$ cat config.mk
export PLATFORM = sky130hd
export DESIGN_NAME = serial_mag_comp
export DESIGN_NICKNAME = d
export VERILOG_FILES = /design/src/rtl/serial_mag_comp_pkg.sv /design/src/rtl/serial_mag_comp_chunk_cmp.sv /design/src/rtl/serial_mag_comp.sv
export SDC_FILE = /design/constraint.sdc
export NUM_CORES = 1
export LEC_CHECK = 0
export BUFFER_PORTS_ARGS = -buffer_cell sky130_fd_sc_hd__buf_2
export CAP_MARGIN = 0
export CORE_MARGIN = 5
export CORE_UTILIZATION = 35
export DETAILED_ROUTE_END_ITERATION = 16
export GPL_TIMING_DRIVEN = 0
export PLACE_DENSITY = 0.68
export RECOVER_POWER = 50
export SETUP_SLACK_MARGIN = 0.05
export SYNTH_ARGS = -nofsm -noshare
export SYNTH_HDL_FRONTEND = slang
export SYNTH_SLANG_ARGS = --single-unit
$ cat constraint.sdc
create_clock -name clk -period 3.3 [get_ports clk]
set_clock_uncertainty 0.15 [all_clocks]
set_input_delay 0.165 -clock clk [delete_from_list [all_inputs] [get_ports clk]]
set_output_delay 0.165 -clock clk [all_outputs]
set_load 0.005 [all_outputs]
$ cat src/rtl/serial_mag_comp_pkg.sv
// Shared definitions for the serial magnitude comparator: FSM state encodings
// and a constant-evaluable ceiling log2 used to size counters.
package comp_defs;

  typedef enum logic [1:0] {
    ST_IDLE = 2'd0,
    ST_RUN  = 2'd1,
    ST_DONE = 2'd2
  } state_t;

  function automatic int clog2(input int value);
    int r;
    r = 0;
    while ((1 << r) < value) begin
      r = r + 1;
    end
    return r;
  endfunction

endpackage

$ cat src/rtl/serial_mag_comp_chunk_cmp.sv
// Combinational CHUNK-bit unsigned compare; equality is implied when neither
// gt nor lt is set.
module chunk_cmp #(
  parameter int CHUNK = 4
) (
  input  logic [CHUNK-1:0] x,
  input  logic [CHUNK-1:0] y,
  output logic             gt,
  output logic             lt
);

  assign gt = (x > y);
  assign lt = (x < y);

endmodule

$ cat src/rtl/serial_mag_comp.sv
// Multi-cycle WIDTH-bit magnitude comparator: walks CHUNK-bit slices MSB first
// and stops at the first differing slice; optional two's-complement mode.
module serial_mag_comp
  import comp_defs::*;
#(
  parameter  int WIDTH  = 16,
  parameter  int CHUNK  = 4,
  localparam int NCHUNK = WIDTH / CHUNK,
  localparam int CW     = clog2(NCHUNK + 1)
) (
  input  logic             clk,
  input  logic             rst,
  input  logic             start,
  input  logic [WIDTH-1:0] a,
  input  logic [WIDTH-1:0] b,
  input  logic             signed_mode,
  output logic             in_ready,
  output logic             busy,
  output logic             done,
  output logic             g,
  output logic             e,
  output logic             s,
  output logic [CW-1:0]    nchunks
);

  localparam int IW = (clog2(NCHUNK) > 0) ? clog2(NCHUNK) : 1;
  localparam logic [IW-1:0] IDX_TOP = IW'(NCHUNK - 1);
  // Flipping the sign bit maps two's-complement order onto unsigned order.
  localparam logic [WIDTH-1:0] MSB_MASK = WIDTH'(1) << (WIDTH - 1);

  state_t            state_r, state_s;
  logic [WIDTH-1:0]  ra_r, ra_s;
  logic [WIDTH-1:0]  rb_r, rb_s;
  logic [IW-1:0]     idx_r, idx_s;
  logic              g_r, g_s;
  logic              e_r, e_s;
  logic              s_r, s_s;
  logic [CW-1:0]     nchunks_r, nchunks_s;

  logic [CHUNK-1:0]  x_s, y_s;
  logic              gt_s, lt_s;

  assign x_s = ra_r[idx_r*CHUNK +: CHUNK];
  assign y_s = rb_r[idx_r*CHUNK +: CHUNK];

  chunk_cmp #(.CHUNK(CHUNK)) u_chunk_cmp (
    .x  (x_s),
    .y  (y_s),
    .gt (gt_s),
    .lt (lt_s)
  );

  // Next-state and next-datapath logic for the compare sequencer.
  always_comb begin
    state_s   = state_r;
    ra_s      = ra_r;
    rb_s      = rb_r;
    idx_s     = idx_r;
    g_s       = g_r;
    e_s       = e_r;
    s_s       = s_r;
    nchunks_s = nchunks_r;
    case (state_r)
      ST_IDLE: begin
        if (start) begin
          ra_s      = signed_mode ? (a ^ MSB_MASK) : a;
          rb_s      = signed_mode ? (b ^ MSB_MASK) : b;
          idx_s     = IDX_TOP;
          g_s       = 1'b0;
          e_s       = 1'b0;
          s_s       = 1'b0;
          nchunks_s = {CW{1'b0}};
          state_s   = ST_RUN;
        end else begin
          state_s = ST_IDLE;
        end
      end
      ST_RUN: begin
        if (gt_s) begin
          g_s       = 1'b1;
          nchunks_s = CW'(NCHUNK) - CW'(idx_r);
          state_s   = ST_DONE;
        end else if (lt_s) begin
          s_s       = 1'b1;
          nchunks_s = CW'(NCHUNK) - CW'(idx_r);
          state_s   = ST_DONE;
        end else if (idx_r == {IW{1'b0}}) begin
          e_s       = 1'b1;
          nchunks_s = CW'(NCHUNK);
          state_s   = ST_DONE;
        end else begin
          idx_s   = idx_r - IW'(1);
          state_s = ST_RUN;
        end
      end
      ST_DONE: begin
        state_s = ST_IDLE;
      end
      default: begin
        state_s = ST_IDLE;
      end
    endcase
  end

  // State and datapath registers; reset aborts any compare in flight.
  always_ff @(posedge clk) begin
    if (rst) begin
      state_r   <= ST_IDLE;
      ra_r      <= {WIDTH{1'b0}};
      rb_r      <= {WIDTH{1'b0}};
      idx_r     <= {IW{1'b0}};
      g_r       <= 1'b0;
      e_r       <= 1'b0;
      s_r       <= 1'b0;
      nchunks_r <= {CW{1'b0}};
    end else begin
      state_r   <= state_s;
      ra_r      <= ra_s;
      rb_r      <= rb_s;
      idx_r     <= idx_s;
      g_r       <= g_s;
      e_r       <= e_s;
      s_r       <= s_s;
      nchunks_r <= nchunks_s;
    end
  end

  assign in_ready = (state_r == ST_IDLE);
  assign busy     = (state_r == ST_RUN);
  assign done     = (state_r == ST_DONE);
  assign g        = g_r;
  assign e        = e_r;
  assign s        = s_r;
  assign nchunks  = nchunks_r;

endmodule

---- Word-level counts from Yosys, hierarchy flattened ----
Cells that the tools add are included.
cells by class
  shift-type cells ........................ 2
  reductions and logical operators ........ 9
  add/sub/neg operators ................... 2
  bitwise gates (word level) .............. 2
  equal/unequal tests ..................... 10
  magnitude comparators ................... 2
  muxes and demuxes ....................... 27
operator list
  cell                                                    number
  two-way mux 16 bit                                      2
  variable part select 16 x 5 -> 4 bit                    2
  two-way mux 2 bit                                       7
  two-way mux 3 bit                                       4
  AND reduction 5 bit                                     2
  two-way mux 1 bit                                       8
  inequality test 2 bit (second input constant)           4
  one-hot mux 2 bit (2 select lines)                      2
  inequality test 2 x 1 -> 1 bit (second input constant)  3
  one-hot mux 1 bit (2 select lines)                      3
  one-hot mux 3 bit (2 select lines)                      1
  AND reduction 3 bit                                     2
  > comparator 4 bit                                      1
  zero test 2 bit                                         2
  < comparator 4 bit                                      1
  inequality test 4 x 1 -> 1 bit (second input constant)  1
  AND reduction 4 bit                                     1
  subtractor 3 x 2 -> 3 bit (first input constant)        1
  == test 2 x 1 -> 1 bit (second input constant)          1
  == test 2 bit (second input constant)                   1
  inverter 1 bit                                          2
  AND reduction 2 bit                                     1
  nonzero test 2 bit                                      1
  subtractor 2 x 1 -> 2 bit (second input constant)       1
storage, ports and cells
  register bits ........................... 42

---- Depth between registers and ports, before layout ----
Gate-level depths: netlist of the first run.
  depth in word-level cells ............... 5
  mapped depth ............................ 8
  depth with buffers taken out ............ 7

---- Modules after synthesis ----
From an unflattened synthesis of the first run, not the netlist that was laid out.
unflattened totals
  cell total of the unflattened synthesis .. 217
  area total of the unflattened synthesis .. 1916.8 µm²
modules (own cells, without submodules)
  module           area an instance (µm²)  cells each  sequential area each (µm²)  instances
  serial_mag_comp  1803.0                  202         840.8                       1
  chunk_cmp        113.9                   15          0.0                         1

---- Worst setup path after synthesis of the first run ----
No wires, ideal clock.
  path kind ............................... register -> register
  start point ............................. reg idx_r[0]
  end point ............................... reg nchunks_r[0], in the netlist nchunks[0]
  data arrival time ....................... 2.445 ns
  path buffers ............................ 1
  cell stages (with the launch flop) ...... 8
  setup slack ............................. 0.588 ns
  setup time .............................. 0.117 ns
  cells stage by stage .................... dfxtp_1 buf_2 mux4_2 ha_1 a21oi_1 a311oi_4 o31a_2 a22o_1
between the ends
  word-level cells in the longest chain between the ends .. 5
  elaborated cells on any way between the ends .. 11
  those cells by class .................... add/sub: 1; order compare: 2; eq/ne: 1; shift: 2; mux: 3; reduce/logical: 2
RTL lines
  element                                                  line                                          source
  start, declared                                          serial_mag_comp.sv:34                         logic [IW-1:0] idx_r, idx_s;
  start signal, assigned                                   serial_mag_comp.sv:111                        idx_r <= {IW{1'b0}};
  start signal, assigned                                   serial_mag_comp.sv:120                        idx_r <= idx_s;
  variable part select 16 x 5 -> 4 bit (on tied branches)  serial_mag_comp.sv:43, serial_mag_comp.sv:44
  < comparator 4 bit                                       serial_mag_comp_chunk_cmp.sv:13               assign lt = (x < y);
  two-way mux 3 bit                                        serial_mag_comp.sv:83                         end else if (lt_s) begin
  two-way mux 3 bit                                        serial_mag_comp.sv:79                         if (gt_s) begin
  one-hot mux 3 bit (2 select lines)                       serial_mag_comp.sv:63                         case (state_r)
  end signal, assigned                                     serial_mag_comp.sv:115                        nchunks_r <= {CW{1'b0}};
  end signal, assigned                                     serial_mag_comp.sv:124                        nchunks_r <= nchunks_s;
  end, declared                                            serial_mag_comp.sv:38                         logic [CW-1:0] nchunks_r, nchunks_s;
Several ways; a longest one is shown, not always the timed one.
A chain may end at the register's enable or synchronous reset.

---- Worst setup path after layout of the first run ----
  start point ............................. reg idx_r[0]
  end point ............................... reg nchunks_r[1], in the netlist nchunks[1]
Same word-level chain as after synthesis.

==> metrics.md, run 1 <==
| Metric | Value |
|---|---|
| Area of the mapped netlist | `~0.0018 mm^2` |
| Detailed-placement wirelength estimate | `roughly 3300 um` |
| Die Ht | `just over 80 um` |
| Hold Path Origin | `b[15]` |
| RSZ-0062 raised after global routing | `no` |
| Final Cycle Share | `between 90 and 100%` |
| Biggest cell delay along the critical path | `0.55 ns` |
| Number of global-route vias before repair | `between 1,500 and 2,000` |
| Post-Synthesis Net Count | `~260` |
| Utilization after layout | `49.7%` |
| Number of iterations in the first detailed-routing pass | `4` |
| DIE AREA | `approximately 0.0068 mm^2` |
| Number of I/O port buffers | `44` |
| Num CTS Buffers | `5` |
| Hold bufs inserted after CTS | `30` |
| Clock tree buffer depth | `2` |
| Resize count post-CTS | `0` |
| Pin count of the biggest net entering global routing | `14` |
| Detailed-routed wire length on met2 | `2180 um` |
| Highest routing layer actually used | `met4` |
| Wire length of the first global-routing pass | `roughly 7600 um` |
| Type of origin of the critical path | `flip-flop` |
| Post-synth ARST share | `0%` |
| Count of synthesis-stage warnings from yosys | `0` |
| NumNets Final | `about 340` |
| Avg WL per Cell | `about 12 um` |
| TritonCTS clock tree | `yes` |
| Via count of the routed design | `1,705` |
| Post-Synthesis Mean Instance Area | `around 8.6 um^2` |
| Share of cells above drive strength 1 | `approximately 21%` |
| Endpoints failing hold | `0` |
| Type of destination of the critical path | `flip-flop` |
| Fraction of the yosys area taken by sequential cells | `45.6%` |
| Drt initial violations | `between 70 and 80` |
| Least-Margin Pin Slew | `0.577 ns` |
| Number of instances in the synthesized netlist | `215` |
| Final weighted congestion in routability-driven placement | `between 0.8 and 0.9` |
| Met3 wire length | `between 200 and 300 um` |
| Post-synthesis cell type count | `26` |
| Power per cell area | `approximately 480 mW/mm^2` |
| Per-cell via count in the routed design | `~4.6` |
| Most used DFF post-synth | `sky130_fd_sc_hd__dfxtp_1` |
| Register-to-Register Path Depth | `7` |
| Number of inserted filler cells in the final layout | `roughly 520` |
| Sum of negative setup slack | `0 ns` |
| Arrival time worst endpoint | `slightly above 3 ns` |
| Leftover overflow at the end of global routing | `0` |
| Count of inserted antenna diode cells | `0` |
| Slowest stage cell on the critical path | `sky130_fd_sc_hd__mux4_2` |
| Cell chosen for the clock root | `sky130_fd_sc_hd__clkbuf_8` |
| Total routed wire length on the met1 layer | `roughly 2100 um` |
| Starting density of the core | `36.1%` |
| Area growth from synthesis to final layout | `37.8%` |
| Final setup violation count | `0` |
| Placeable core region | `slightly above 0.005 mm^2` |
| Cell chain of the critical path | `buf_2 -> mux4_2 -> ha_1 -> a21oi_1 -> a311oi_4 -> o31a_2 -> a22o_1` |
| Worst r2r dst | `nchunks[1]$_SDFFE_PP0P_` |
| Max-cap violations | `0` |
| Hold endpoint | `rb_r[15]$_SDFFE_PP0P_` |
| Count of unresolved DRC violations after routing | `0` |
| Peak supply drop | `~0.25 mV` |
| Number of cell rows | `26` |
| Top post-synthesis cells by area | `sky130_fd_sc_hd__dfxtp_1, sky130_fd_sc_hd__nand2_1, sky130_fd_sc_hd__mux4_2, sky130_fd_sc_hd__a21oi_1, sky130_fd_sc_hd__ha_1` |
| Number of primary I/O pins | `between 40 and 50` |
| Sinks on Clock Net | `42` |
| Final routed wirelength across all metal layers | `approximately 4500 um` |
| Max Clock Freq | `between 0.3 and 0.4 GHz` |
| Antenna violations before repair | `0` |
| Number of enable flip-flop cells after synthesis | `0` |
| Max-slew violation total from the final report | `0` |
| Class of the worst hold path | `input pin to flip-flop` |
| Number of buffers inserted to repair setup after CTS | `0` |
| Required time of the critical path | `between 3 and 4 ns` |
| Outcome | `completed` |
| Hold depth | `3` |
| Flop and latch count out of synthesis | `between 40 and 50` |
| Worst hold slack | `slightly below 0.03 ns` |
| Antenna violation net count after detailed routing | `0` |
| Most instantiated library cell after synthesis | `sky130_fd_sc_hd__nand2_1` |
| Critical Path Fanout Max | `10` |
| Startpoint of the lowest-slack register-to-register path | `idx_r[0]$_SDFFE_PP0P_` |
| Clock Pin Slew Worst Setup and Hold Paths | `about 0.08 ns` |
| Die width | `about 83 um` |
| Post-route total power | `1220 uW` |
| Static power due to leakage | `approximately 0.0010 uW` |
| Top cell types by occurrence after synthesis | `sky130_fd_sc_hd__nand2_1, sky130_fd_sc_hd__dfxtp_1, sky130_fd_sc_hd__a21oi_1, sky130_fd_sc_hd__inv_1` |
| Kind of critical path | `flip-flop to flip-flop` |
| Clk_lat worst skew | `0.30 ns` |
| Final critical-path required period | `between 2 and 3 ns` |
| Setup slack, reg-to-reg | `between 0.3 and 0.4 ns` |
| Total global-route track usage | `approximately 15%` |
| Total number of H-tree levels | `2` |
| Max transition margin | `between 60 and 70%` |
| Dominant cell type by area after synthesis | `sky130_fd_sc_hd__dfxtp_1` |
| Top-area cell type share of the netlist area | `around 46%` |
where the power goes:
| group | internal (uW) | switching, uW |
|---|---|---|
| clock network | 173 | 179 |
| registers | 548 | 23.3 |
| logic | 137 | 158 |
| total | 858 | 360 |
worst max-delay path by stage:
stage                          startpoint                 endpoint  slack (ns)  depth (start not counted)
floorplan           idx_r[0]$_SDFFE_PP0P_  nchunks[0]$_SDFFE_PP0P_        0.59                          7
global placement    idx_r[0]$_SDFFE_PP0P_  nchunks[1]$_SDFFE_PP0P_        0.32                          7
detailed placement  idx_r[0]$_SDFFE_PP0P_  nchunks[1]$_SDFFE_PP0P_        0.31                          7
CTS                 idx_r[0]$_SDFFE_PP0P_  nchunks[1]$_SDFFE_PP0P_        0.29                          7
global route        idx_r[0]$_SDFFE_PP0P_  nchunks[0]$_SDFFE_PP0P_        0.13                          7
finish              idx_r[0]$_SDFFE_PP0P_  nchunks[1]$_SDFFE_PP0P_        0.31                          7
cell usage in the layout, fill, tap and decap left out, types with 6 or more instances in the layout:
master | Yosys | layout
sky130_fd_sc_hd__nand2_1 | 63 | 63
sky130_fd_sc_hd__mux4_2 | 8 | 8
sky130_fd_sc_hd__buf_2 | 3 | 42
sky130_fd_sc_hd__dfxtp_1 | 42 | 42
sky130_fd_sc_hd__inv_1 | 11 | 11
sky130_fd_sc_hd__nor2_1 | 10 | 10
sky130_fd_sc_hd__clkbuf_1 | 10 | 15
sky130_fd_sc_hd__dlygate4sd3_1 | 0 | 30
sky130_fd_sc_hd__a21oi_1 | 34 | 34
sky130_fd_sc_hd__clkbuf_8 | 0 | 6
critical path: cells and delay by family, from the launching register on:
| kind | cells | cell delay [ns] |
|---|---|---|
| adder cells (fa/ha/maj) | 1 | 0.34 |
| multiplexers | 1 | 0.55 |
| flip-flops | 1 | 0.42 |
| buffers and inverters | 1 | 0.32 |
| AO/OA/AOI/OAI | 4 | 1.10 |
cells by family (layout without fill, tap and decap cells):
kind of cell	count (synthesis)	after routing	share of synthesized area [%]
simple gates	85	85	18.9
mux	8	8	9.78
compound gates	48	48	16.1
flops	42	42	45.6
buf+inv	25	107	5.30
xor+xnor	2	2	0.951
fa+ha+maj	5	5	3.39
flip-flops by register name, summed over array words and instances, names as in the netlist:
name and cells:
e 1, s 1, nchunks 3, idx_r 2
g 1, state_r 2, ra_r 16, rb_r 16
layout make-up:
| type | instances | area [um^2] | area share [%] |
|---|---|---|---|
| inverters | 11 | 41.3 | 1.63 |
| flip-flops and latches | 42 | 841 | 33.1 |
| repair buffers | 74 | 514 | 20.2 |
| well taps | 70 | 87.6 | 3.45 |
| clock buffers | 7 | 86.3 | 3.40 |
| plain buffers | 14 | 56.3 | 2.22 |
| clock inverters | 1 | 8.76 | 0.345 |
| multi-input cells | 148 | 905 | 35.6 |
metrics by stage:
| step | setup WS [ns] | area, um^2 | std cells |
|---|---|---|---|
| after global routing | 0.127 | 2540 | 367 |
| final | 0.308 | 2540 | 367 |
| after global placement | 0.324 | 2150 | 329 |
| after floorplan | 0.588 | 1840 | 215 |
| after detailed placement | 0.308 | 2150 | 329 |
| after CTS | 0.287 | 2550 | 367 |
layer usage:
| layer | vias to the layer above | global-route usage, % |
|---|---|---|
| li1 | 889 | - |
| met1 | 777 | 19.0 |
| met2 | 35 | 24.0 |
| met3 | 4 | 3.90 |
| met4 | 0 | 4.41 |
| met5 | - | 0 |
(Power assumes the default switching activity.)
==> run 2: changes to the inputs <==
- clock period: 3.3 -> 3.8 ns (I/O delays scaled with it)
==> run 2 against run 1 <==
  * Sequential share of layout area grew 0.13 points
  * Clock power shrank 14%
  * Critical path depth is the same
  * Flip-flop and latch count is the same
  * Via count grew 0.18%
  * Sequential power shrank 13%
  * Power shrank 13%
  * Critical path type unchanged
  * Largest power group unchanged
==> metrics.md, run 2 (synthesis results as in run 1) <==
| Metric | Value |
|---|---|
| Outcome | `completed` |
| Sinks on Clock Net | `42` |
| Number of cell rows | `26` |
| Post-route total power | `around 1100 uW` |
| Number of global-route vias before repair | `approximately 1,600` |
| Clk_lat worst skew | `0.30 ns` |
| Slowest stage cell on the critical path | `sky130_fd_sc_hd__mux4_2` |
| Via count of the routed design | `~1,700` |
| Register-to-Register Path Depth | `7` |
| TritonCTS clock tree | `yes` |
| Num CTS Buffers | `5` |
| Sum of negative setup slack | `0 ns` |
| Type of origin of the critical path | `flip-flop` |
| Hold endpoint | `ra_r[7]$_SDFFE_PP0P_` |
| Worst setup slack after placement | `0.808 ns` |
| Power per cell area | `~420 mW/mm^2` |
| Area growth from synthesis to final layout | `37.3%` |
| Setup slack, reg-to-reg | `approximately 0.8 ns` |
| Total number of H-tree levels | `2` |
| Starting density of the core | `36.1%` |
| Buf/Inv on CP | `1` |
| Worst r2r dst | `nchunks[1]$_SDFFE_PP0P_` |
| Number of buffers inserted to repair setup after CTS | `0` |
| Final std cell area, no fill | `around 0.0025 mm^2` |
| Max-cap violations | `0` |
| Number of I/O port buffers | `between 40 and 50` |
| Total global-route track usage | `about 15%` |
| Placed standard-cell area | `~0.0022 mm^2` |
| DIE AREA | `0.00682 mm^2` |
| Most common cell after layout, fill and taps aside | `sky130_fd_sc_hd__nand2_1` |
| Die width | `between 80 and 90 um` |
| Class of the worst hold path | `input pin to flip-flop` |
| Cell chain of the critical path | `buf_2 -> mux4_2 -> ha_1 -> a21oi_1 -> a311oi_4 -> o31a_2 -> a22o_1` |
| Endpoints failing hold | `0` |
| Max Clock Freq | `0.334 GHz` |
| Drt initial violations | `65` |
| Number of primary I/O pins | `45` |
| Kind of critical path | `flip-flop to flip-flop` |
| Leftover overflow at the end of global routing | `0` |
| Antenna violation net count after detailed routing | `0` |
| Avg WL per Cell | `between 10 and 15 um` |
| Count of inserted antenna diode cells | `0` |
| Peak supply drop | `0.220 mV` |
| Placeable core region | `about 0.0051 mm^2` |
| RSZ-0062 raised after global routing | `no` |
| Hold depth | `3` |
| Number of inserted filler cells in the final layout | `around 520` |
| Antenna violations before repair | `0` |
| Final routed wirelength across all metal layers | `between 4000 and 5000 um` |
| Static power due to leakage | `about 0.0010 uW` |
| Hold Path Origin | `a[7]` |
| Clock Pin Slew Worst Setup and Hold Paths | `0.08 ns` |
| Biggest cell delay along the critical path | `0.55 ns` |
| Critical Path Fanout Max | `10` |
| Required time of the critical path | `between 3 and 4 ns` |
| Die Ht | `82.6 um` |
| Count of unresolved DRC violations after routing | `0` |
| Cell chosen for the clock root | `sky130_fd_sc_hd__clkbuf_8` |
| Final weighted congestion in routability-driven placement | `around 0.84` |
| Final Cycle Share | `just under 80%` |
| Max-slew violation total from the final report | `0` |
| Arrival time worst endpoint | `3.03 ns` |
| Final critical-path required period | `2.99 ns` |
| Least-Margin Pin Slew | `roughly 0.58 ns` |
| Clock tree buffer depth | `2` |
| Share of cells above drive strength 1 | `~21%` |
| Worst Slack Setup Final | `0.806 ns` |
| Wire length of the first global-routing pass | `about 7600 um` |
| Per-cell via count in the routed design | `~4.7` |
| Type of destination of the critical path | `flip-flop` |
| Pin count of the biggest net entering global routing | `14` |
| Number of iterations in the first detailed-routing pass | `4` |
| Startpoint of the lowest-slack register-to-register path | `idx_r[0]$_SDFFE_PP0P_` |
| Most frequent cells in the layout | `sky130_fd_sc_hd__nand2_1, sky130_fd_sc_hd__buf_2, sky130_fd_sc_hd__dfxtp_1, sky130_fd_sc_hd__a21oi_1, sky130_fd_sc_hd__dlygate4sd3_1` |
| NumNets Final | `between 300 and 400` |
| Crit path max-delay family | `compound AO/OA/AOI/OAI gates` |
| Detailed-placement wirelength estimate | `between 3000 and 4000 um` |
| Max transition margin | `between 60% and 70%` |
| Final setup violation count | `0` |
==> run 2: cell count changes in the layout (fill, tap and decap cells not counted) <==
cell | previous run | this run
sky130_fd_sc_hd__dlygate4sd3_1 | 30 | 29
==> run 2: how the worst max path moves through the flow <==
stage                                          to  slack [ns]             startpoint  cells past startpoint
after CTS                 nchunks[1]$_SDFFE_PP0P_        0.79  idx_r[0]$_SDFFE_PP0P_                      7
after detailed placement  nchunks[1]$_SDFFE_PP0P_        0.81  idx_r[0]$_SDFFE_PP0P_                      7
after global placement    nchunks[1]$_SDFFE_PP0P_        0.82  idx_r[0]$_SDFFE_PP0P_                      7
after global routing      nchunks[0]$_SDFFE_PP0P_        0.63  idx_r[0]$_SDFFE_PP0P_                      7
after floorplan           nchunks[0]$_SDFFE_PP0P_        1.09  idx_r[0]$_SDFFE_PP0P_                      7
final                     nchunks[1]$_SDFFE_PP0P_        0.81  idx_r[0]$_SDFFE_PP0P_                      7
==> run 2: power breakdown <==
group | leakage, uW | switching [uW] | internal (uW)
registers | 0.000345 | 20.2 | 476
clock network | 0.0000489 | 154 | 150
logic | 0.000642 | 138 | 118
==> run 2: timing repair <==
action                                 CTS  global route
hold buffers                            29             0
gates resized for setup                  0             0
endpoints found under the hold margin   29             0
==> run 2: layout make-up <==
cell class / count / area [um^2] / area share [%]
multi-input combinational: 148 / 905 / 35.8
sequential: 42 / 841 / 33.2
timing repair buffer: 73 / 504 / 19.9
tap: 70 / 87.6 / 3.46
clock buffer: 7 / 86.3 / 3.41
buffer: 14 / 56.3 / 2.23
inverter: 11 / 41.3 / 1.63
clock inverter: 1 / 8.76 / 0.346
==> run 2: metrics by stage <==
stage | hold slack [ns] | instances | util (%)
2_1_floorplan | 0.176 | 215 | -
3_3_place_gp | 0.284 | 329 | 42.1
3_5_place_dp | 0.287 | 329 | 42.1
4_1_cts | 0.00513 | 366 | 49.7
5_1_grt | 0.0338 | 366 | 49.5
6_report | 0.00413 | 366 | 49.5
==> run 2: worst reg2reg max path: cells and delay by family (launching register included) <==
family / cells / cell delay [ns]
AOI/OAI and AO/OA: 4 / 1.10
DFF: 1 / 0.42
adders and majority gates: 1 / 0.34
muxes: 1 / 0.55
buffers and inverters: 1 / 0.32
==> run 2: routing by layer <==
metal	GRT usage [%]	wire (um)	share of wire, %	vias to the layer above
met5	0	0	0	-
met1	19.0	2070	45	780
li1	-	-	-	887
met4	4.41	51	1.1	0
met2	24.0	2170	48	37
met3	3.90	253	5.6	4
